$ cat src/rtl/fetch_pkg.sv
// ---------------------------------------------------------------------------
// fetch_pkg
// Shared definitions for the instruction fetch queue: the default queue depth,
// the instruction/address width and the layout of one queue entry.
// ---------------------------------------------------------------------------
package fetch_pkg;

    localparam int FETCH_DEPTH_DEFAULT = 2;
    localparam int INST_WIDTH          = 32;

    // One queue slot: fetch address, returned instruction word, fill flag.
    typedef struct packed {
        logic [INST_WIDTH-1:0] addr;
        logic [INST_WIDTH-1:0] data;
        logic                  filled;
    } fetch_entry_t;

endpackage

$ cat src/rtl/fetch_entry_ram.sv
// ---------------------------------------------------------------------------
// fetch_entry_ram
// DEPTH x fetch_entry_t storage for the fetch queue.
//   clk, reset_n      : clock, synchronous active-low reset (clears fill flags)
//   clear             : synchronous clear of all fill flags (redirect)
//   alloc_en/idx/addr : write port 1 - record fetch address, mark unfilled
//   fill_en/idx/data  : write port 2 - record instruction word, mark filled
//   rd_idx / rd_entry : asynchronous read port (head of queue)
// ---------------------------------------------------------------------------
module fetch_entry_ram
    import fetch_pkg::*;
#(
    parameter int  DEPTH = FETCH_DEPTH_DEFAULT,
    localparam int IDX_W = $clog2(DEPTH)
) (
    input  logic                  clk,
    input  logic                  reset_n,
    input  logic                  clear,
    input  logic                  alloc_en,
    input  logic [IDX_W-1:0]      alloc_idx,
    input  logic [INST_WIDTH-1:0] alloc_addr,
    input  logic                  fill_en,
    input  logic [IDX_W-1:0]      fill_idx,
    input  logic [INST_WIDTH-1:0] fill_data,
    input  logic [IDX_W-1:0]      rd_idx,
    output fetch_entry_t          rd_entry
);

    fetch_entry_t mem_r [DEPTH];

    // Entry writes; alloc and fill never target the same slot in one cycle
    // because a full queue blocks allocation.
    always_ff @(posedge clk) begin
        if (!reset_n || clear) begin
            for (int i = 0; i < DEPTH; i++) begin
                mem_r[i].filled <= 1'b0;
            end
        end else begin
            if (alloc_en) begin
                mem_r[alloc_idx].addr   <= alloc_addr;
                mem_r[alloc_idx].filled <= 1'b0;
            end
            if (fill_en) begin
                mem_r[fill_idx].data   <= fill_data;
                mem_r[fill_idx].filled <= 1'b1;
            end
        end
    end

    assign rd_entry = mem_r[rd_idx];

endmodule

$ cat src/rtl/instr_fetch_queue_checker.sv
// ---------------------------------------------------------------------------
// instr_fetch_queue_checker
// Protocol checks for instr_fetch_queue.
//   clk, reset_n    : clock, synchronous active-low reset
//   imem_resp_valid : memory read data valid
//   outstanding     : requests issued and not yet answered (incl. dropped)
// ---------------------------------------------------------------------------
module instr_fetch_queue_checker #(
    parameter int CNT_W = 3
) (
    input logic             clk,
    input logic             reset_n,
    input logic             imem_resp_valid,
    input logic [CNT_W-1:0] outstanding
);

    // Every response must answer an earlier accepted request.
    a_resp_has_request: assert property (
        @(posedge clk) disable iff (!reset_n)
        imem_resp_valid |-> (outstanding != {CNT_W{1'b0}})
    );

endmodule

$ cat src/rtl/instr_fetch_queue.sv
// ---------------------------------------------------------------------------
// instr_fetch_queue
// In-order instruction fetch queue between the PC register, instruction
// memory and decode. Slots are allocated when a request is accepted, filled
// when the (in-order) response returns and freed when decode consumes them.
// A flush empties the queue and counts in-flight responses to be discarded.
//   clk, reset_n          : clock, synchronous active-low reset
//   pc / pc_enable        : fetch address in, PC advance out
//   flush                 : redirect, discard queued and in-flight fetches
//   imem_req_*            : memory request (valid/ready/addr)
//   imem_resp_*           : memory response (valid/data, no backpressure)
//   inst_valid/ready/data/pc : head instruction to decode
// DATA_WIDTH must equal fetch_pkg::INST_WIDTH.
// ---------------------------------------------------------------------------
module instr_fetch_queue
    import fetch_pkg::*;
#(
    parameter int DEPTH      = FETCH_DEPTH_DEFAULT,
    parameter int DATA_WIDTH = INST_WIDTH
) (
    input  logic                  clk,
    input  logic                  reset_n,
    input  logic [DATA_WIDTH-1:0] pc,
    output logic                  pc_enable,
    input  logic                  flush,
    output logic                  imem_req_valid,
    input  logic                  imem_req_ready,
    output logic [DATA_WIDTH-1:0] imem_req_addr,
    input  logic                  imem_resp_valid,
    input  logic [DATA_WIDTH-1:0] imem_resp_data,
    output logic                  inst_valid,
    input  logic                  inst_ready,
    output logic [DATA_WIDTH-1:0] inst_data,
    output logic [DATA_WIDTH-1:0] inst_pc
);

    localparam int IDX_W = $clog2(DEPTH);
    localparam int PTR_W = IDX_W + 1;
    localparam logic [PTR_W-1:0] PTR_ZERO = {PTR_W{1'b0}};
    localparam logic [PTR_W-1:0] PTR_ONE  = {{(PTR_W-1){1'b0}}, 1'b1};
    localparam logic [PTR_W:0]   DEPTH_W  = (PTR_W+1)'(DEPTH);

    logic [PTR_W-1:0] wr_ptr_r;
    logic [PTR_W-1:0] fill_ptr_r;
    logic [PTR_W-1:0] rd_ptr_r;
    logic [PTR_W-1:0] drop_cnt_r;

    logic [PTR_W-1:0] alloc_count_s;
    logic [PTR_W-1:0] in_flight_s;
    logic [PTR_W-1:0] resp_one_s;
    logic [PTR_W:0]   occupancy_s;
    logic [PTR_W:0]   outstanding_s;
    logic             accept_s;
    logic             fill_s;
    logic             drop_s;
    logic             consume_s;
    fetch_entry_t     head_s;

    assign alloc_count_s = wr_ptr_r - rd_ptr_r;
    assign in_flight_s   = wr_ptr_r - fill_ptr_r;
    assign resp_one_s    = {{(PTR_W-1){1'b0}}, imem_resp_valid};
    // Slots still owed to stale responses count against capacity so a
    // post-flush fill can never land on a slot a stale response targets.
    assign occupancy_s   = {1'b0, alloc_count_s} + {1'b0, drop_cnt_r};
    assign outstanding_s = {1'b0, in_flight_s} + {1'b0, drop_cnt_r};

    assign imem_req_valid = !flush && (occupancy_s < DEPTH_W);
    assign imem_req_addr  = pc;
    assign accept_s       = imem_req_valid && imem_req_ready;
    assign pc_enable      = accept_s;

    assign drop_s    = imem_resp_valid && (drop_cnt_r != PTR_ZERO);
    assign fill_s    = imem_resp_valid && (drop_cnt_r == PTR_ZERO) && !flush;

    assign inst_valid = (wr_ptr_r != rd_ptr_r) && head_s.filled;
    assign inst_data  = head_s.data;
    assign inst_pc    = head_s.addr;
    // Flush wins over a same-cycle consumption.
    assign consume_s  = inst_valid && inst_ready && !flush;

    // Pointer and drop-count state.
    always_ff @(posedge clk) begin
        if (!reset_n) begin
            wr_ptr_r   <= PTR_ZERO;
            fill_ptr_r <= PTR_ZERO;
            rd_ptr_r   <= PTR_ZERO;
            drop_cnt_r <= PTR_ZERO;
        end else if (flush) begin
            wr_ptr_r   <= PTR_ZERO;
            fill_ptr_r <= PTR_ZERO;
            rd_ptr_r   <= PTR_ZERO;
            // Everything still in flight becomes stale; any response arriving
            // now (dropped or not) is already discarded this cycle.
            drop_cnt_r <= drop_cnt_r + in_flight_s - resp_one_s;
        end else begin
            if (accept_s) begin
                wr_ptr_r <= wr_ptr_r + PTR_ONE;
            end
            if (fill_s) begin
                fill_ptr_r <= fill_ptr_r + PTR_ONE;
            end
            if (consume_s) begin
                rd_ptr_r <= rd_ptr_r + PTR_ONE;
            end
            if (drop_s) begin
                drop_cnt_r <= drop_cnt_r - PTR_ONE;
            end
        end
    end

    fetch_entry_ram #(
        .DEPTH (DEPTH)
    ) u_entry_ram (
        .clk        (clk),
        .reset_n    (reset_n),
        .clear      (flush),
        .alloc_en   (accept_s),
        .alloc_idx  (wr_ptr_r[IDX_W-1:0]),
        .alloc_addr (pc),
        .fill_en    (fill_s),
        .fill_idx   (fill_ptr_r[IDX_W-1:0]),
        .fill_data  (imem_resp_data),
        .rd_idx     (rd_ptr_r[IDX_W-1:0]),
        .rd_entry   (head_s)
    );

    instr_fetch_queue_checker #(
        .CNT_W (PTR_W+1)
    ) u_checker (
        .clk             (clk),
        .reset_n         (reset_n),
        .imem_resp_valid (imem_resp_valid),
        .outstanding     (outstanding_s)
    );

endmodule

$ cat config.mk
export PLATFORM = sky130hd
export DESIGN_NAME = instr_fetch_queue
export DESIGN_NICKNAME = d
export VERILOG_FILES = /design/src/rtl/fetch_pkg.sv /design/src/rtl/fetch_entry_ram.sv /design/src/rtl/instr_fetch_queue_checker.sv /design/src/rtl/instr_fetch_queue.sv
export SDC_FILE = /design/constraint.sdc
export NUM_CORES = 1
export LEC_CHECK = 0
export CORE_MARGIN = 2
export CORE_UTILIZATION = 67
export DETAILED_ROUTE_END_ITERATION = 7
export DONT_BUFFER_PORTS = 1
export HOLD_SLACK_MARGIN = 0.06
export PLACE_DENSITY = 0.88
export SLEW_MARGIN = 15
export SYNTH_ARGS = -nofsm -noshare
export SYNTH_HDL_FRONTEND = slang
export SYNTH_SLANG_ARGS = --single-unit
$ cat constraint.sdc
create_clock -name clk -period 7.8 [get_ports clk]
set_clock_uncertainty 0.2 [all_clocks]
set_input_delay 0.39 -clock clk [delete_from_list [all_inputs] [get_ports clk]]
set_output_delay 0.39 -clock clk [all_outputs]
set_load 0.02 [all_outputs]
==> impl_metrics.ini, run 1 <==
[global_routing]
grt_pass1_vias = 2807
grt_start_max_net_pins = 38
grt_overflow = 0
grt_busiest_layer = met2
grtUsageTotal_pct = 23.7
grt_pass1_wl_mm = 14.9
gr-usage-met2_pct = 40.8
grt_use_met1_pct = 26.1
antenna_found_initial = 0
use_met3_pct = 8.46

[die]
die_area_um2 = 8980
die_w_um = 94.8
floorplan.die.height_um = 94.8
initial_core_util_pct = 68.2
io_pins = 169
core_area_um2 = 8090
row_count = 33

[critical_path]
crit_type = reg -> reg
worstPathMaxFanout = 32
cp-endpoint = u_entry_ram.mem_r[1][35]
rr_worst_depth = 7
critPathCaptureType = flip-flop
crit_arrival_ps = 3050
crit_path_start = wr_ptr_r[0]
startpoint_type = flip-flop
required_ps = 7760
reg2reg_slack_ps = 4710
timing.rr.end = u_entry_ram.mem_r[1][35]
reg2reg_from = wr_ptr_r[0]

[routing]
vias_per_cell = 5.67
drtAntennaViolNets = 0
drt_iter0_markers = 144
wl_mm = 10.2
drc_errors = 0
vias = 2691
wl_per_cell_um = 21.5
drt-pass1-iter-count = 4

[timing]
drv_slew = 0
setup_viol = 0
timing.final.crit_share_pct = 39.6
rsz0062_at_grt = false
tightestPinTransition_ps = 685
min_period_ps = 3090
finalHoldViolCount = 0
slew_headroom_pct = 54.3
setup_tns_ps = 0
max_freq_mhz = 324

[clock_tree]
clock_sinks = 139
numCtsBuffers = 17
clockBufferDepth = 2
path_clk_slew_ps = 60
cts_tree = done
clock-root-buffer = clkbuf_8
clock_latency_ps = 510
htreeDepth = 4
cts_repair_resize_count = 0

[pwr]
power_density_nw_per_um2 = 252
peakVddDrop_mv = 0.220
leakagePower_uw = 0.00221
finalPower_uw = 1670

[outcome]
status = completed

[flow_run]
maxCapViolCount = 0

[synthesis]
yosysUniqueCellTypes = 26
synth_seq_cells = 139
synth_fp_nets = 382
netlist_area_um2 = 5520
postSynthAreaPerCell_um2 = 18.0
ys_seq_area_share_pct = 73.7
yosysWarningCount = 0
synth_cells = 306

[finish]
final_cell_mix = edfxtp_1, dlygate4sd3_1, mux2_2
syn_to_final_growth_pct = 20.2
antenna_cells = 0
layout_commonest_cell = edfxtp_1
final_util_pct = 82.0
finalNonFillerCells = 475
fin_nets = 434
drive_gt1_share_pct = 28.9
fillers = 410

[placed_design]
place.gp.congestion = 0.796
placed_cells = 375
numPortBuffers = 0
dp_hpwl_mm = 5.79

[hold_path]
hold_class = in -> reg
==> power by group <==
group / leakage (uW) / internal, uW / switching, uW
registers: 0.00125 / 833 / 5.70
clock network: 0.000251 / 421 / 310
logic: 0.000709 / 47.5 / 55.4
total: 0.00221 / 1300 / 371
==> cells in the mapped netlist <==
cell / n / area (um^2)
nor2_1: 8 / 30.0
xnor3_1: 1 / 22.5
o21ai_0: 2 / 10.0
buf_4: 32 / 240
nand3_1: 1 / 5.00
mux2_2: 64 / 721
nand2b_1: 4 / 25.0
and3_1: 2 / 12.5
mux2i_2: 1 / 13.8
a21oi_1: 5 / 25.0
xnor2_1: 5 / 43.8
inv_1: 6 / 22.5
or2_2: 1 / 6.26
and2_1: 1 / 6.26
fa_1: 3 / 60.1
ha_1: 3 / 37.5
and4b_1: 1 / 10.0
buf_2: 8 / 40.0
xor2_1: 3 / 26.3
o211a_1: 1 / 10.0
dfxtp_1: 11 / 220
a211oi_2: 2 / 25.0
xnor2_2: 1 / 16.3
edfxtp_1: 128 / 3840
nand2_1: 11 / 41.3
clkbuf_1: 1 / 3.75
==> area by class of cell <==
class                      count  area (um^2)  share of cell area (%)
tap                          105          131                    1.98
inverter                       6         22.5                   0.339
timing repair buffer          74          728                    11.0
clock buffer                  17          414                    6.24
sequential                   139         4070                    61.3
clock inverter                14          121                    1.83
multi-input combinational    120         1150                    17.4
==> registers in the layout, indices dropped and copies added (netlist names), named ones only <==
signal             cells
wr_ptr_r               2
drop_cnt_r             2
u_entry_ram.mem_r    130
fill_ptr_r             2
rd_ptr_r               2
==> cells by family after synthesis <==
logic type	after synthesis	share of synthesized area [%]
AO/OA/AOI/OAI	10	1.27
XOR/XNOR	10	1.97
adder cells (fa/ha/maj)	6	1.77
buffers and inverters	47	5.56
flip-flops	139	73.7
multiplexers	65	13.3
AND/OR/NAND/NOR	29	2.47
==> metal layers <==
metal	vias up	wire [um]
li1	1214	-
met1	1317	3650
met2	143	5500
met3	17	880
met4	0	187
met5	-	0
==> what timing repair did <==
action,CTS,global route
buffers inserted,0,0
endpoints found under the hold margin,137,0
hold buffers,69,0
==> worst min-delay path by stage <==
stage                             from                 endpoint  slack, ps  cells past startpoint
2_1_floorplan  u_entry_ram.mem_r[0][0]  u_entry_ram.mem_r[0][0]        250                      2
3_3_place_gp   u_entry_ram.mem_r[0][0]  u_entry_ram.mem_r[0][0]        260                      2
3_5_place_dp   u_entry_ram.mem_r[0][0]  u_entry_ram.mem_r[0][0]        260                      2
4_1_cts                imem_resp_valid            drop_cnt_r[1]         90                      4
5_1_grt                imem_resp_valid            drop_cnt_r[1]        110                      4
6_report               imem_resp_valid            drop_cnt_r[1]        100                      4
==> stage by stage <==
stage | hold slack, ps | setup WS (ps) | cell area, um^2
floorplan | 245 | 4590 | 5520
global placement | 260 | 4790 | 5410
detailed placement | 257 | 4740 | 5410
CTS | 86.2 | 4710 | 6640
global route | 111 | 4590 | 6640
finish | 101 | 4710 | 6640
==> critical path, cell delays in order, from the launching register on <==
cell and delay [ps]:
dfxtp_1 360, inv_1 100, ha_1 350, nand2b_1 180, fa_1 500, and4b_1 440
and3_1 210, buf_4 380
No activity file was read; power rests on OpenSTA's default activity.
==> run 2, diff against run 1 <==
ABC_AREA = 1   (was default)
CORE_UTILIZATION = 57   (was 67)
PLACE_DENSITY = 0.8   (was 0.88)
clock period = 2.6 ns   (was 7.8 ns; I/O delays follow)
==> run 2 against run 1 <==
Net effect: hold slack worse by 510 ps; non-clock buffer count increased by 31; routed wire length rose by 1.7%; area after synthesis is 2.1% higher; power increased to 3.3 times the previous value; the run now ends with hold timing, setup timing left; synthesized cell count up 8.2%; global-route usage decreased by 3.6 points; final cell count up 18%; setup slack worse by 4700 ps; register-to-register slack got worse by 4700 ps.
==> impl_metrics.ini, run 2 <==
[routing]
wl_mm = 10.4
wl_per_cell_um = 18.5
vias_per_cell = 5.18
drt_iter0_markers = 107
vias = 2913
drc_errors = 0
drt-pass1-iter-count = 6
drtAntennaViolNets = 0

[clock_tree]
cts_tree = done
clockBufferDepth = 2
numCtsBuffers = 17
clock_sinks = 139
clock-root-buffer = clkbuf_8
clock_latency_ps = 520
path_clk_slew_ps = 60
htreeDepth = 4

[synthesis]
synth_flop_cell = edfxtp_1
synth_edf_count = 128
yosysUniqueCellTypes = 26
yosysWarningCount = 0
netlist_area_um2 = 5630
synth_area_leaders = edfxtp_1, mux2_2, buf_4
synth_largest_area_cell = edfxtp_1
async_flop_share_pct = 0
synth_fp_nets = 407
synth_common_cells = edfxtp_1, mux2_2, buf_4
synth_cells = 331
synth_seq_cells = 139
yosys.cell_count.top_type = edfxtp_1
yosysTopAreaCellShare_pct = 68.2
postSynthAreaPerCell_um2 = 17.0
ys_seq_area_share_pct = 72.1

[global_routing]
grt_overflow = 0
grt_pass1_vias = 2940
grt_pass1_wl_mm = 15.2
grtUsageTotal_pct = 20.1
antenna_found_initial = 0
grt_start_max_net_pins = 39

[flow_run]
maxCapViolCount = 0

[finish]
final_cell_mix = edfxtp_1, dlygate4sd3_1, mux2_2
fin_nets = 492
fillers = 559
fin_area_um2 = 7270
layout_commonest_cell = edfxtp_1
syn_to_final_growth_pct = 29.0
antenna_cells = 0
drive_gt1_share_pct = 30.1
regMostFlops = u_entry_ram.mem_r
finalNonFillerCells = 562
final_util_pct = 75.1
largest_register_ffs = 130

[die]
floorplan.die.height_um = 103
initial_core_util_pct = 58.2
core_area_um2 = 9680
row_count = 36
die_area_um2 = 10700
io_pins = 169
die_w_um = 103

[outcome]
violations = hold timing, setup timing
status = finished with violations

[critical_path]
crit_arrival_ps = 2270
rr_worst_depth = 9
reg2reg_from = wr_ptr_r[0]
crit_type = reg -> out
critPathCaptureType = primary output
startpoint_type = flip-flop
worstPathMaxFanout = 3
required_ps = 2270
reg2reg_slack_ps = 50
timing.rr.end = u_entry_ram.mem_r[1][36]

[placed_design]
dp_hpwl_mm = 5.88
dpl-instance-area_um2 = 5630
numPortBuffers = 0
place.gp.congestion = 0.873
placed_cells = 433

[timing]
slew_headroom_pct = 68.7
max_freq_mhz = 384
rsz0062_at_grt = true
setup_viol = 1
min_period_ps = 2600
whs_ps = -410
drv_slew = 0
timing.final.crit_share_pct = 100
tightestPinTransition_ps = 469
finalHoldViolCount = 38
setup_ws_ps = -4.71

[pwr]
power_density_nw_per_um2 = 751
finalPower_uw = 5460
peakVddDrop_mv = 0.456
leakagePower_uw = 0.00251

[hold_path]
hold_class = in -> reg
min_from = imem_req_ready
min_path_cells = 2
hold_end = wr_ptr_r[0]
run 2: cell count changes after synthesis, sizes merged, moves of 3 or more:
cell    change
nand2      +13
inv        +12
nand2b      -4
nand3      +10
xnor2       -4
o21ai       +3
run 2: final cells by class:
class / count / area, um^2 / share of cell area [%]
Multi-Input combinational cell: 135 / 1230 / 17.0
Clock buffer: 17 / 414 / 5.70
Inverter: 18 / 72.6 / 0.998
Sequential cell: 139 / 4070 / 56.0
Clock inverter: 15 / 236 / 3.25
Timing Repair Buffer: 105 / 1070 / 14.7
Tap cell: 133 / 166 / 2.29
run 2: worst max path at each step:
stage	startpoint	endpoint	cells past startpoint
6_report	wr_ptr_r[0]	pc_enable	7
5_1_grt	wr_ptr_r[0]	pc_enable	7
4_1_cts	wr_ptr_r[0]	pc_enable	7
3_5_place_dp	wr_ptr_r[0]	u_entry_ram.mem_r[1][34]	9
3_3_place_gp	wr_ptr_r[0]	u_entry_ram.mem_r[1][36]	9
2_1_floorplan	wr_ptr_r[0]	u_entry_ram.mem_r[0][33]	6
run 2: report_power, final:
group          switching (uW)  internal (uW)
Sequential               15.8           2490
Combinational             182            166
Clock                     928           1670
run 2: critical path: stages (launching register included):
cell and delay (ps):
dfxtp_4 350, inv_4 40, ha_4 200, or2_4 230
fa_2 570, nand4_4 150, inv_4 100, buf_6 120
run 2: cell families (layout without fill, tap and decap cells):
kind of cell	count (synthesis)	after routing	share of synthesized area [%]
DFF	139	139	72.1
muxes	64	64	12.8
buffers and inverters	57	155	6.86
and+or+nand+nor	46	46	4.22
AOI/OAI and AO/OA	14	14	1.49
adders and majority gates	6	6	1.73
xor gates and xnor gates	5	5	0.777
run 2: through the flow:
stage                     setup slack, ps  hold WS (ps)  TNS (ps)
after floorplan                      -460          28.9    -23770
after global placement               75.2          28.9         0
after detailed placement             17.7          28.9         0
after CTS                           -35.5          -439     -35.5
after global routing                -59.8          -427     -59.8
final                               -4.71          -410     -4.71
run 2: metal layers:
metal / part of all wire [%] / vias up / wire (um) / GRT usage, %
li1: - / 1362 / - / -
met1: 38 / 1426 / 3900 / 21.1
met2: 55 / 105 / 5710 / 36.0
met3: 5.5 / 20 / 574 / 6.79
met4: 2.0 / 0 / 205 / 9.72
met5: 0 / - / 0 / 0
run 2: what timing repair did:
| action | in CTS | in global routing |
|---|---|---|
| resized for setup | 4 | 3 |
| endpoints found under the hold margin | 231 | 76 |
| pin swaps | 2 | 0 |
| endpoints found under the setup margin | 2 | 37 |
| hold buffers | 91 | 4 |
| buffers inserted | 2 | 0 |
==> run 3, diff against run 2 <==
PLACE_DENSITY = 0.73   (was 0.8)
==> run 3 against run 2 <==
Net effect: sequential power hardly changed; register-to-register slack hardly changed; the flow now finishes without violations; final cell count is 3.0% lower; setup slack better by 24 ps; combinational power is 6.6% lower; die area stayed put; sequential share of layout area is 1.6 points higher; hold slack better by 470 ps; global-route usage is 1.6 points lower; final area is 2.8% lower.
==> impl_metrics.ini, run 3 (synthesized netlist as in run 2, its figures left out) <==
[critical_path]
reg2reg_slack_ps = 40
required_ps = 2270
startpoint_type = flip-flop
rr_worst_depth = 9
reg2reg_from = wr_ptr_r[0]
crit_type = reg -> out
worstPathMaxFanout = 3
crit_arrival_ps = 2250
timing.rr.end = u_entry_ram.mem_r[1][33]
critPathCaptureType = primary output

[global_routing]
gr-usage-met2_pct = 33.5
grtUsageTotal_pct = 18.4
grt_overflow = 0
grt_pass1_vias = 2853
grt_busiest_layer = met2
use_met3_pct = 6.25
grt_pass1_wl_mm = 14.1
antenna_found_initial = 0
grt_use_met1_pct = 19.8
grt_start_max_net_pins = 42

[finish]
drive_gt1_share_pct = 31.6
fillers = 603
regMostFlops = u_entry_ram.mem_r
final_cell_mix = edfxtp_1, dlygate4sd3_1, mux2_2
seq_area_um2 = 4070
syn_to_final_growth_pct = 25.4
largest_register_ffs = 130
antenna_cells = 0
layout_commonest_cell = edfxtp_1
final_util_pct = 73.0
fin_nets = 475
multiInputGateArea_um2 = 1230

[hold_path]
min_path_cells = 0
min_from = pc[2]
hold_end = imem_req_addr[2]
hold_class = in -> out

[timing]
finalHoldViolCount = 0
drv_slew = 0
slew_headroom_pct = 64.0
rsz0062_at_grt = true
setup_ws_ps = 19.7
max_freq_mhz = 388
min_period_ps = 2580
setup_viol = 0
timing.final.crit_share_pct = 99.2
tightestPinTransition_ps = 540

[clock_tree]
numCtsBuffers = 17
clock-root-buffer = clkbuf_8
clockBufferDepth = 2
clock_sinks = 139
clock_latency_ps = 500
path_clk_slew_ps = 60
cts_tree = done
htreeDepth = 4

[routing]
drtAntennaViolNets = 0
drc_errors = 0
vias_per_cell = 5.19
drt_iter0_markers = 110
vias = 2826
drt-pass1-iter-count = 4
wl_mm = 10.0
wl_per_cell_um = 18.4

[die]
die_area_um2 = 10700
core_area_um2 = 9680
row_count = 36
io_pins = 169
initial_core_util_pct = 58.2
die_w_um = 103
floorplan.die.height_um = 103

[placed_design]
numPortBuffers = 0
dp_hpwl_mm = 5.99
place_ws_ps = 18.4
place.gp.congestion = 0.865

[pwr]
leakagePower_uw = 0.00241
power_density_nw_per_um2 = 746
peakVddDrop_mv = 0.460

[outcome]
status = completed

[flow_run]
maxCapViolCount = 0
[run 3: routing by layer]
layer | vias up | routed length (um)
met2 | 84 | 5510
met1 | 1410 | 3940
met3 | 5 | 524
li1 | 1327 | -
met5 | - | 0
met4 | 0 | 68
[run 3: worst max-delay path, stage by stage, from the launching register on]
cell and delay (ps):
dfxtp_4 350, inv_4 40, ha_4 200, or2_4 230, fa_1 570, nand4_4 140
inv_4 100, buf_6 120
[run 3: worst max-delay path by stage]
| stage | cells after the start | endpoint | slack, ps | from |
|---|---|---|---|---|
| floorplan | 6 | u_entry_ram.mem_r[0][33] | -460 | wr_ptr_r[0] |
| global placement | 9 | u_entry_ram.mem_r[1][42] | 60 | wr_ptr_r[0] |
| detailed placement | 9 | u_entry_ram.mem_r[1][43] | 20 | wr_ptr_r[0] |
| CTS | 7 | pc_enable | -10 | wr_ptr_r[0] |
| global route | 7 | pc_enable | -60 | wr_ptr_r[0] |
| finish | 7 | pc_enable | 20 | wr_ptr_r[0] |
[run 3: area by class of cell]
type	instances	area share (%)
clock buffer	17	5.86
clock inverter	15	2.80
inverter	18	1.03
multi-input combinational	135	17.4
sequential	139	57.6
tap	133	2.35
timing repair buffer	88	12.9
[run 3: what timing repair did]
action / in CTS / in global routing
hold endpoints to repair: 203 / 4
cloned: 0 / 3
setup endpoints to repair: 2 / 66
hold buffers: 72 / 2
setup buffers: 1 / 2
pin swaps: 2 / 3
resized for setup: 2 / 2
[run 3: metrics by stage]
step,instance area [um^2],total power (uW),TNS [ps],hold WS [ps],cells
after floorplan,5680,2790,-23770,28.9,331
after global placement,5620,2760,0,28.9,433
after detailed placement,5620,2760,0,28.9,433
after CTS,6960,5300,-10.5,60.1,538
after global routing,7070,5440,-1200,60.0,545
final,7070,5270,0,60.0,545
[run 3: power breakdown]
group          internal, uW  leakage [uW]  switching (uW)
sequential             2490       0.00125            15.3
combinational           148      0.000877             177
clock                  1560      0.000286             882
